File: src/rtl/mux_nx1_scan_if.sv
`default_nettype none
// ============================================================================
//  Module      : mux_nx1_scan_if
//  Description : Bus bundle for mux_nx1_scan. Carries the packed channel
//                inputs, the manual select, the mode/enable controls and
//                the registered output sample with its status.
//                master : drives I, S, mode, en; observes Y, Y_valid, ch, wrap
//                slave  : the multiplexer side (mirror of master)
//  Revision    : 1.0 - initial release
// ============================================================================
interface mux_nx1_scan_if #(
    parameter int WIDTH = 8,
    parameter int N     = 4
);
    localparam int SEL_W = $clog2(N);

    logic [N*WIDTH-1:0] I;
    logic [SEL_W-1:0]   S;
    logic               mode;
    logic               en;
    logic [WIDTH-1:0]   Y;
    logic               Y_valid;
    logic [SEL_W-1:0]   ch;
    logic               wrap;

    modport master (
        output I, S, mode, en,
        input  Y, Y_valid, ch, wrap
    );

    modport slave (
        input  I, S, mode, en,
        output Y, Y_valid, ch, wrap
    );
endinterface
`default_nettype wire

File: src/rtl/mux_nx1_scan.sv
`default_nettype none
// ============================================================================
//  Module      : mux_nx1_scan
//  Description : N-to-1 multiplexer with a registered output and two modes.
//                MANUAL : output follows the external select S.
//                SCAN   : an internal sequencer walks channels 0..N-1,
//                         holding each for DWELL enabled cycles.
//  Ports       : clk  - rising-edge clock
//                rst  - synchronous active-high reset
//                bus  - slave modport: I, S, mode, en in; Y, Y_valid, ch,
//                       wrap out (all outputs registered, 1-cycle latency)
//  Revision    : 1.0 - initial release
// ============================================================================
module mux_nx1_scan #(
    parameter int WIDTH = 8,
    parameter int N     = 4,
    parameter int DWELL = 4
) (
    input  wire logic         clk,
    input  wire logic         rst,
    mux_nx1_scan_if.slave     bus
);
    localparam int SEL_W = $clog2(N);
    localparam int CNT_W = $clog2(DWELL + 1);

    typedef enum logic [0:0] {
        ST_MANUAL = 1'b0,
        ST_SCAN   = 1'b1
    } state_t;

    state_t             r_state;
    logic [SEL_W-1:0]   r_ch;
    logic [CNT_W-1:0]   r_cnt;
    logic [WIDTH-1:0]   r_y;
    logic               r_valid;
    logic               r_wrap;

    state_t             w_state_nxt;
    logic [SEL_W-1:0]   w_ch_nxt;
    logic [CNT_W-1:0]   w_cnt_nxt;
    logic [WIDTH-1:0]   w_y_nxt;
    logic               w_valid_nxt;
    logic               w_wrap_nxt;
    logic [WIDTH-1:0]   w_sel_data;
    logic               w_hit;

    always_ff @(posedge clk) begin
        if (rst) begin
            r_state <= ST_MANUAL;
            r_ch    <= '0;
            r_cnt   <= '0;
            r_y     <= '0;
            r_valid <= 1'b0;
            r_wrap  <= 1'b0;
        end else begin
            r_state <= w_state_nxt;
            r_ch    <= w_ch_nxt;
            r_cnt   <= w_cnt_nxt;
            r_y     <= w_y_nxt;
            r_valid <= w_valid_nxt;
            r_wrap  <= w_wrap_nxt;
        end
    end

    always_comb begin
        // Disabled cycles hold data/channel/counter and drop the strobes.
        w_state_nxt = r_state;
        w_ch_nxt    = r_ch;
        w_cnt_nxt   = r_cnt;
        w_y_nxt     = r_y;
        w_valid_nxt = 1'b0;
        w_wrap_nxt  = 1'b0;
        w_sel_data  = '0;
        w_hit       = 1'b0;

        if (bus.en) begin
            if (!bus.mode) begin
                w_state_nxt = ST_MANUAL;
                w_ch_nxt    = bus.S;
                w_cnt_nxt   = '0;
            end else if (r_state == ST_MANUAL) begin
                // Entering SCAN always starts a fresh dwell on channel 0.
                w_state_nxt = ST_SCAN;
                w_ch_nxt    = '0;
                w_cnt_nxt   = '0;
            end else begin
                if (r_cnt == CNT_W'(DWELL - 1)) begin
                    w_cnt_nxt = '0;
                    if (r_ch == SEL_W'(N - 1)) begin
                        w_ch_nxt   = '0;
                        w_wrap_nxt = 1'b1;
                    end else begin
                        w_ch_nxt = r_ch + SEL_W'(1);
                    end
                end else begin
                    w_cnt_nxt = r_cnt + CNT_W'(1);
                end
            end

            // Select from the channel being registered this edge, so the
            // advancing edge already carries the new channel's data. An
            // out-of-range manual select matches nothing and yields 0/invalid.
            for (int k = 0; k < N; k++) begin
                if (w_ch_nxt == SEL_W'(k)) begin
                    w_sel_data = bus.I[k*WIDTH +: WIDTH];
                    w_hit      = 1'b1;
                end
            end
            w_y_nxt     = w_sel_data;
            w_valid_nxt = w_hit;
        end
    end

    assign bus.Y       = r_y;
    assign bus.Y_valid = r_valid;
    assign bus.ch      = r_ch;
    assign bus.wrap    = r_wrap;

endmodule
`default_nettype wire

File: src/flat_wrapper.sv
// flat-port wrapper written by rule: the top's interface ports become plain ports
module mux_nx1_scan_flat 
#(
    parameter int WIDTH = 8,
    parameter int N     = 4,
    parameter int DWELL = 4
)
  (clk, rst, bus_I, bus_S, bus_mode, bus_en, bus_Y, bus_Y_valid, bus_ch, bus_wrap);
  mux_nx1_scan_if #(.WIDTH(WIDTH), .N(N)) bus_i ();
  input  wire logic clk;
  input  wire logic rst;
  input wire logic [$bits(bus_i.I)-1:0] bus_I;
  input wire logic [$bits(bus_i.S)-1:0] bus_S;
  input wire logic [$bits(bus_i.mode)-1:0] bus_mode;
  input wire logic [$bits(bus_i.en)-1:0] bus_en;
  output wire logic [$bits(bus_i.Y)-1:0] bus_Y;
  output wire logic [$bits(bus_i.Y_valid)-1:0] bus_Y_valid;
  output wire logic [$bits(bus_i.ch)-1:0] bus_ch;
  output wire logic [$bits(bus_i.wrap)-1:0] bus_wrap;
  assign bus_i.I = bus_I;
  assign bus_i.S = bus_S;
  assign bus_i.mode = bus_mode;
  assign bus_i.en = bus_en;
  assign bus_Y = bus_i.Y;
  assign bus_Y_valid = bus_i.Y_valid;
  assign bus_ch = bus_i.ch;
  assign bus_wrap = bus_i.wrap;
  mux_nx1_scan #(.WIDTH(WIDTH), .N(N), .DWELL(DWELL)) u_core (.clk(clk), .rst(rst), .bus(bus_i));
endmodule
File: config.mk
export PLATFORM = sky130hd
export DESIGN_NAME = mux_nx1_scan_flat
export DESIGN_NICKNAME = d
export VERILOG_FILES = /design/src/rtl/mux_nx1_scan_if.sv /design/src/rtl/mux_nx1_scan.sv /design/src/flat_wrapper.sv
export SDC_FILE = /design/constraint.sdc
export NUM_CORES = 1
export LEC_CHECK = 0
export CORE_MARGIN = 2
export CORE_UTILIZATION = 35
export DETAILED_ROUTE_END_ITERATION = 10
export GPL_TIMING_DRIVEN = 0
export PLACE_DENSITY = 0.78
export SLEW_MARGIN = 20
export SYNTH_ARGS = -nofsm -noshare
export SYNTH_HDL_FRONTEND = slang
export SYNTH_SLANG_ARGS = --single-unit
File: constraint.sdc
create_clock -name clk -period 1.7 [get_ports clk]
set_input_delay 0.34 -clock clk [delete_from_list [all_inputs] [get_ports clk]]
set_output_delay 0.34 -clock clk [all_outputs]
set_load 0.01 [all_outputs]
=== Yosys cells after proc, flatten, opt, wreduce, memory -nomap -nowiden ===
Index checks and enable logic that the tools add are counted.

* Register bits: 16
* Input port bits: 38
* Output and inout port bits: 12
* Logic and storage cells: 38

* Add/subtract/negate cells: 2
* Equality and inequality tests: 5
* Muxes and demuxes: 18
* Bitwise gates (word level): 4
* Reduce and logical (&&, ||, !) cells: 3

{| class="wikitable"
|+ Operators by type and width
! operator !! number
|-
| $mux W8 || 4
|-
| $mux W2 || 5
|-
| $mux W3 || 3
|-
| $eq A2 B2 Y1 const B || 3
|-
| $mux W1 || 6
|-
| $reduce_or A5 Y1 || 1
|-
| $not A1 Y1 || 4
|-
| $add A3 B1 Y3 const B || 1
|-
| $eq A3 B2 Y1 const B || 1
|-
| $add A2 B1 Y2 const B || 1
|-
| $eq A2 B1 Y1 const B || 1
|-
| $logic_not A2 Y1 || 1
|-
| $reduce_or A2 Y1 || 1
|}

=== Longest topological paths before layout ===
Gate-level depths: netlist (run 1).

* Word-level depth: 11
* Mapped depth: 7
* Gate-level depth less buffers: 6

=== Least setup slack after synthesis (run 1) ===
No wires, ideal clock.

* Path kind: flip-flop to flip-flop
* Start point: register u_core.r_cnt[0]
* End point: register u_core.r_y[2] (netlist: u_core.bus.Y[2])
* Library setup time: 0.136 ns
* Data arrival time: 1.691 ns
* Required time: 1.564 ns
* Setup slack: -0.127 ns
* Cell stages (with the launch flop): 8
* Path buffers: 1
* Period minus slack after synthesis: 1.827 ns
* Path through: dfxtp_1 ha_1 nor2b_4 mux2_4 a21bo_4 buf_2 nor4_1 a211oi_1

* Cells in the longest elaborated chain, start to end: 10
* Elaborated cells on any way between the ends: 13
* Classes of those cells: eq/ne (4); mux (8); reduce/logical (1)

{| class="wikitable"
|+ RTL lines
! element !! line !! source
|-
| start: declaration || mux_nx1_scan.sv:33 || <nowiki>logic [CNT_W-1:0] r_cnt;</nowiki>
|-
| start signal: assignment || mux_nx1_scan.sv:58 || <nowiki>r_cnt <= w_cnt_nxt;</nowiki>
|-
| $eq A3 B2 Y1 (*) || mux_nx1_scan.sv:87 || <nowiki>if (r_cnt == CNT_W'(DWELL - 1)) begin</nowiki>
|-
| $mux W2 (*) || mux_nx1_scan.sv:87 ||
|-
| $mux W2 (*) || mux_nx1_scan.sv:81 || <nowiki>end else if (r_state == ST_MANUAL) begin</nowiki>
|-
| $mux W2 (*) || mux_nx1_scan.sv:77 || <nowiki>if (!bus.mode) begin</nowiki>
|-
| $mux W2 (*) || mux_nx1_scan.sv:76 || <nowiki>if (bus.en) begin</nowiki>
|-
| $logic_not A2 Y1 || mux_nx1_scan.sv:104 || <nowiki>if (w_ch_nxt == SEL_W'(k)) begin</nowiki>
|-
| $mux W8 (3 in series) || mux_nx1_scan.sv:104 ||
|-
| $mux W8 (*) || mux_nx1_scan.sv:104 ||
|-
| end signal: assignment || mux_nx1_scan.sv:59 || <nowiki>r_y <= w_y_nxt;</nowiki>
|-
| end: declaration || mux_nx1_scan.sv:34 || <nowiki>logic [WIDTH-1:0] r_y;</nowiki>
|}

Mark *: on every way between the ends. The rest lies on a longest branch, timed or not. The select of a mux whose other input is x is not followed.
A chain may end at the register's enable or synchronous reset.

=== Worst setup path in the final report (run 1) ===
* Start point: register u_core.r_cnt[0]
* End point: register u_core.r_y[1] (netlist: u_core.bus.Y[1])

Same word-level chain as after synthesis.

==> impl_results.md, run 1 <==
- Status: finished with violations
- Failing checks: setup timing
- Crit end category: register
- Final period demand of the worst path: around 1.9 ns
- Top cells by area, synth: dfxtp_1 (34%), nor2_1 (7.2%), nand2_1 (5.6%)
- PnR worst setup slack: -0.1890 ns
- Die W: 55.82 um
- DP Area: 0.001500 mm2
- Num Clock Sinks: 16
- H-tree depth: 1
- Clock skew: 0.004593 ns
- Crit-path cells: ha_4 -> nor2b_4 -> buf_4 -> mux2i_4 -> o22a_2 -> buf_6 -> nor4_1 -> a211oi_1
- First-pass GRT wire length: 5.644 mm
- Final period utilization: 111.1%
- I/O pin cnt: 50
- Clk slew on worst S/H paths: about 0.1 ns
- Netlist cell types: 28
- Register area: 326.6 um2
- CTS tree: built
- Placed wire-length estimate: 2.240 mm
- DRT Pass-1 Iters: 4
- Synthesized area: 939.7 um2
- # setup viols final: 10
- Finished Cell Area: roughly 0.0018 mm2
- HP Start: u_core.r_cnt[1]
- CP max stage delay: 0.37 ns
- Core Area: between 0.002 and 0.0025 mm2
- Initial DRC Count: 21
- Area share of the largest cell type after synthesis: 34.09%
- RePlAce Congestion: 0.7379
- Tot Pwr: between 0.0009 and 0.001 W
- Nets: ~220
- Reg2Reg Depth: 8
- Critical setup path kind: reg -> reg
- WP buf/inv: 2
- Synth Net Count: 160
- Vias in the first global route: 1257
- MaxCap Viol Count: 0
- Floorplan row count: 18
- Routed WL: about 3.6 mm
- Critical path fanouts, max: 4
- Peak VDD IR: 488.5 uV
- DRC: 0
- Root Driver: clkbuf_4
- Sequential fraction of the synthesis area: 34.09%
- Total CTS buffers: 3
- CTS max path bufs: 2
- Antenna-violating nets left: 0
- Cell taking the most area after synthesis: dfxtp_1
- Least-Margin Pin Slew: 0.4929 ns
- Peak Freq: approximately 530 MHz
- Seq cells post-synth: 16
- Hold depth: 2
- Layout cells sized above 1: 22.35%
- Antenna violations before repair: 0
- LEAKAGE: 0.6484 nW
- RSZ-0062 raised after global routing: true
- Pins Over Slew Limit: 0
- Largest net degree at the start of global routing: 11
- Slowest-stage cell, CP: dfxtp_4
- Clk_lat worst skew: 0.29 ns
- Slew headroom: 67.14%
- Min-Delay Path Class: reg -> reg
- Fin util: 71.42%
- GRT Residual Overflow: 0
- Synth warn: 0
- Total track usage: 22.77%
- Worst Hold Path EP: u_core.r_cnt[1]
- Full die area: 0.003115 mm2
- Area growth, synth to finish: 90.01%
- P per Cell Area: 559.7 mW/mm2
- Die Y: 55.82 um
- R2r endpoint: u_core.bus.Y[1]
- Worst EP arrival: around 2.1 ns
- Setup tns final: -1.188 ns
- Post-synthesis cell count: 120
- Family with the most delay on the worst path: simple AND/OR/NAND/NOR gates
- Via count: about 1200
- R2r setup slk: -0.19 ns
- Multi-input gate area: 790.8 um2
- Req. time, crit path: roughly 1.9 ns
- # fillers: 200
- CP Launch Type: register
- Initial Util: a little under two fifths
- Fin. Hold Viols: 0
- Syn avg cell area: just under 8 um2
- PortBufs: 47
- # diodes: 0
- Wirelength per Cell: 17.33 um
- Vias per inst: 5.722
- Worst R2R Start: u_core.r_cnt[0]
[worst max-delay path by stage]
stage               cells after the start             from  slack, ns               to
floorplan                               7  u_core.r_cnt[1]      -0.08  u_core.bus.Y[2]
global placement                        5         bus_mode      -0.52  u_core.bus.Y[4]
detailed placement                      5         bus_mode      -0.56  u_core.bus.Y[4]
CTS                                     6  u_core.r_cnt[1]      -0.17  u_core.bus.Y[1]
global route                            8  u_core.r_cnt[0]      -0.25  u_core.bus.Y[1]
finish                                  8  u_core.r_cnt[0]      -0.19  u_core.bus.Y[1]
[worst reg2reg max path, stage by stage (launching register included)]
cell and delay [ns]:
dfxtp_4 0.37, ha_4 0.15, nor2b_4 0.13, buf_4 0.15, mux2i_4 0.19, o22a_2 0.26, buf_6 0.16, nor4_1 0.28
a211oi_1 0.09
[report_power, final]
part | switching, W | internal (W)
sequential | 0.0000153 | 0.000397
clock | 0.000128 | 0.0000824
combinational | 0.000169 | 0.000207
[per-layer routing]
layer  vias to the layer above  part of all wire (%)  wire length (um)  GRT usage [%]
met5                         -                     0                 0              0
met1                       586                    41              1468          24.68
met2                        39                    53              1904          42.52
met3                         4                   5.8               211          6.744
li1                        567                     -                 -              -
met4                         0                   1.0                38          6.463
[layout make-up]
cell class / count / area share (%)
Timing Repair Buffer: 56 / 31.04
Buffer: 8 / 2.593
Sequential cell: 16 / 18.29
Tap cell: 30 / 2.102
Inverter: 2 / 0.4205
Clock buffer: 3 / 1.261
Multi-Input combinational cell: 94 / 44.29
[cells in the mapped netlist]
cell type	n
a2111oi_0	4
a211oi_1	6
a21bo_4	1
a21boi_2	1
a21o_1	4
a21oi_1	9
a31oi_1	5
and2_1	1
and3b_1	1
and4_1	1
buf_2	3
clkbuf_1	5
dfxtp_1	16
ha_1	2
inv_1	2
mux2_4	1
mux2i_1	2
nand2_1	14
nand2b_1	1
nand3_1	5
nor2_1	18
nor2b_4	1
nor4_1	5
o21ai_0	5
o21ai_2	1
o22a_1	1
o22ai_1	1
o41ai_1	4
[placed cells by master (no fill, tap or decap), drive strengths merged, types with 4 or more instances in the layout]
cell,synthesis,routed
nor4,5,5
a21oi,9,9
clkdlybuf4s50,0,46
buf,3,12
dfxtp,16,16
nor2,18,18
a21o,4,4
nand3,5,5
o21ai,6,6
o41ai,4,4
a2111oi,4,4
a211oi,6,6
a31oi,5,5
clkbuf,5,8
nand2,14,14
[cells by family after synthesis]
kind of cell,synth area share (%)
buffers and inverters,4.394
DFF,34.09
and+or+nand+nor,23.44
adders and majority gates,2.663
AOI/OAI and AO/OA,31.69
muxes,3.728
[sequential cells by signal (all words and copies together) (netlist names)]
signal / count
u_core.bus.wrap: 1
u_core.bus.ch: 2
u_core.r_cnt: 3
u_core.bus.Y: 8
u_core.r_state: 1
u_core.bus.Y_valid: 1
[what timing repair did]
action,4_1_cts,5_1_grt
hold buffers,0,0
resized for setup,21,13
setup buffers,7,0
pin swaps,4,11
endpoints found under the hold margin,0,0
endpoints found under the setup margin,10,10
gates cloned,1,1
[stage by stage]
stage / std cells / hold slack [ns] / worst slack (ns)
5_1_grt: 209 / 0.5207 / -0.2521
4_1_cts: 208 / 0.5097 / -0.1659
3_5_place_dp: 197 / 0.4950 / -0.5569
2_1_floorplan: 120 / 0.4632 / -0.08144
6_report: 209 / 0.4980 / -0.1890
3_3_place_gp: 197 / 0.4724 / -0.5245
Power figures use the tool's default switching activity.
==> inputs of run 2 (changes only) <==
- SETUP_SLACK_MARGIN: default -> 0.05
==> run 2 against run 1 <==
The run still ends with setup timing left; die area unchanged; cell count decreased by 0.96%; power increased by 4.7%; register-to-register slack improved by 0.03 ns; maximum frequency increased by 1.8%; non-clock buffer count decreased by 3; clock power increased by 27%; clock skew decreased by 0.0035 ns; first-iteration DRC count decreased by 52%; via count decreased by 2.5%; critical endpoint is now u_core.bus.Y[3].
==> impl_results.md, run 2 (same netlist as run 1, synthesis figures left out) <==
- Status: finished with violations
- Failing checks: setup timing
- CTS tree: built
- Initial Util: 37.59% (unchanged)
- Pins Over Slew Limit: 0 (unchanged)
- # setup viols final: 8 (-2)
- Final period demand of the worst path: 1.857 ns (-0.03253 ns)
- Fin. Hold Viols: 0 (unchanged)
- Critical setup path kind: reg -> reg
- Core Area: 0.002500 mm2 (unchanged)
- Peak VDD IR: 545.2 uV (+12%)
- MaxCap Viol Count: 0 (unchanged)
- DRT Pass-1 Iters: 4 (unchanged)
- Commonest non-fill, non-tap cells in the layout: clkdlybuf4s50_1 (44), nor2_1 (18), nand2_1 (14)
- # diodes: 0 (unchanged)
- Vias in the first global route: 1195 (-4.9%)
- Root Driver: clkbuf_4
- Peak Freq: 538.6 MHz (+1.8%)
- Slew headroom: 63.86% (-3.3 points)
- First-pass GRT wire length: 5.126 mm (-9.2%)
- Critical path fanouts, max: 8 (+4)
- Wirelength per Cell: 16.29 um (-6.0%)
- RSZ-0062 raised after global routing: true
- PnR worst setup slack: -0.1565 ns (+0.03253 ns)
- GRT Residual Overflow: 0 (unchanged)
- I/O pin cnt: 50 (unchanged)
- PortBufs: 47 (unchanged)
- Area growth, synth to finish: 88.95%
- Worst EP arrival: 2.05 ns (-0.02 ns)
- CTS max path bufs: 2 (unchanged)
- Hold Buf Count CTS: 0 (unchanged)
- Largest net degree at the start of global routing: 11 (unchanged)
- Crit end category: register
- Req. time, crit path: 1.89 ns (about the same)
- Placed wire-length estimate: 2.249 mm (+0.42%)
- Setup tns final: -0.9927 ns (+0.1954 ns)
- Num Clock Sinks: 16 (unchanged)
- Least-Margin Pin Slew: 0.5421 ns (+0.04923 ns)
- Routed WL: 3.372 mm (-6.9%)
- Final period utilization: 109.2% (-1.9 points)
- Total CTS buffers: 3 (unchanged)
- DRC: 0 (unchanged)
- Clk slew on worst S/H paths: 0.10 ns (about the same)
- Die W: 55.82 um (unchanged)
- # fillers: 194 (-3.0%)
- Min-Delay Path Class: in -> reg
- Most common cell after layout, fill and taps aside: clkdlybuf4s50_1
- Clk_lat worst skew: 0.30 ns (about the same)
- LEAKAGE: 0.6766 nW (+4.4%)
- Max FFs per register: 8 (unchanged)
- Vias per inst: 5.633 (-1.6%)
- Total track usage: 20.56% (-2.2 points)
- DP Area: 0.001500 mm2 (unchanged)
- Full die area: 0.003115 mm2 (unchanged)
- Initial DRC Count: 10 (-52%)
- Antenna violations before repair: 0 (unchanged)
- CP Launch Type: register
- H-tree depth: 1 (unchanged)
- RePlAce Congestion: 0.7586 (+2.8%)
- Fin util: 71.02% (-0.40 points)
- Antenna-violating nets left: 0 (unchanged)
- Finished Cell Area: 0.001775 mm2 (-0.56%)
- Clock skew: 0.001048 ns (-0.003545 ns)
- Die Y: 55.82 um (unchanged)
- Layout cells sized above 1: 24.29% (+1.9 points)
- Floorplan row count: 18 (unchanged)
- Nets: 218 (-1.4%)
- Via count: 1166 (-2.5%)
- P per Cell Area: 589.5 mW/mm2 (+5.3%)
-- run 2: layer usage --
metal | track usage (%) | wire length, um | up-vias
met2 | 37.24 | 1731 | 42
met5 | 0 | 0 | -
li1 | - | - | 560
met1 | 23.15 | 1368 | 558
met3 | 6.744 | 215 | 6
met4 | 5.102 | 56 | 0
-- run 2: path summary, 6_finish.rpt --
path                                        end  slack, ns       startpoint  depth (start not counted)
worst max-delay path            u_core.bus.Y[3]      -0.16  u_core.r_cnt[1]                          7
worst min-delay path             u_core.r_state       0.49         bus_mode                          3
worst max register to register  u_core.bus.Y[3]      -0.16  u_core.r_cnt[1]                          7
worst min register to register  u_core.r_cnt[1]       0.50  u_core.r_cnt[1]                          2
-- run 2: worst max-delay path, cell delays in order (launching register included) --
cell	delay, ns
dfxtp_2	0.37
ha_4	0.13
nor2b_4	0.18
mux2_4	0.35
a21bo_4	0.29
buf_6	0.17
nor4_4	0.21
a211oi_2	0.05
-- run 2: metrics by stage --
| stage | total power (W) | hold slack, ns | worst slack, ns | instances |
|---|---|---|---|---|
| floorplan | 0.0005552 | 0.4632 | -0.08133 | 120 |
| global placement | 0.0007052 | 0.4722 | -0.5005 | 197 |
| detailed placement | 0.0007114 | 0.4873 | -0.5427 | 197 |
| CTS | 0.0009984 | 0.5006 | -0.1745 | 206 |
| global route | 0.001091 | 0.5123 | -0.2421 | 207 |
| finish | 0.001047 | 0.4911 | -0.1565 | 207 |
-- run 2: power breakdown --
group          total [W]  switching (W)  internal [W]
Clock           0.000269       0.000138      0.000131
Combinational   0.000363       0.000164      0.000199
Sequential      0.000415      0.0000161      0.000399
Total            0.00105       0.000318      0.000729
-- run 2: layout make-up --
type,instances,area (um2),area share (%)
multi-input combinational,94,793.3,44.68
timing repair buffer,53,530.5,29.88
sequential,16,324.1,18.25
buffer,8,46.29,2.607
tap,30,37.54,2.114
clock buffer,4,36.28,2.044
inverter,2,7.507,0.4228
-- run 2: timing repair --
action / 4_1_cts / 5_1_grt
gates resized for setup: 18 / 21
pin swaps: 7 / 10
gates cloned: 1 / 0
setup buffers: 4 / 1
setup endpoints to repair: 10 / 12
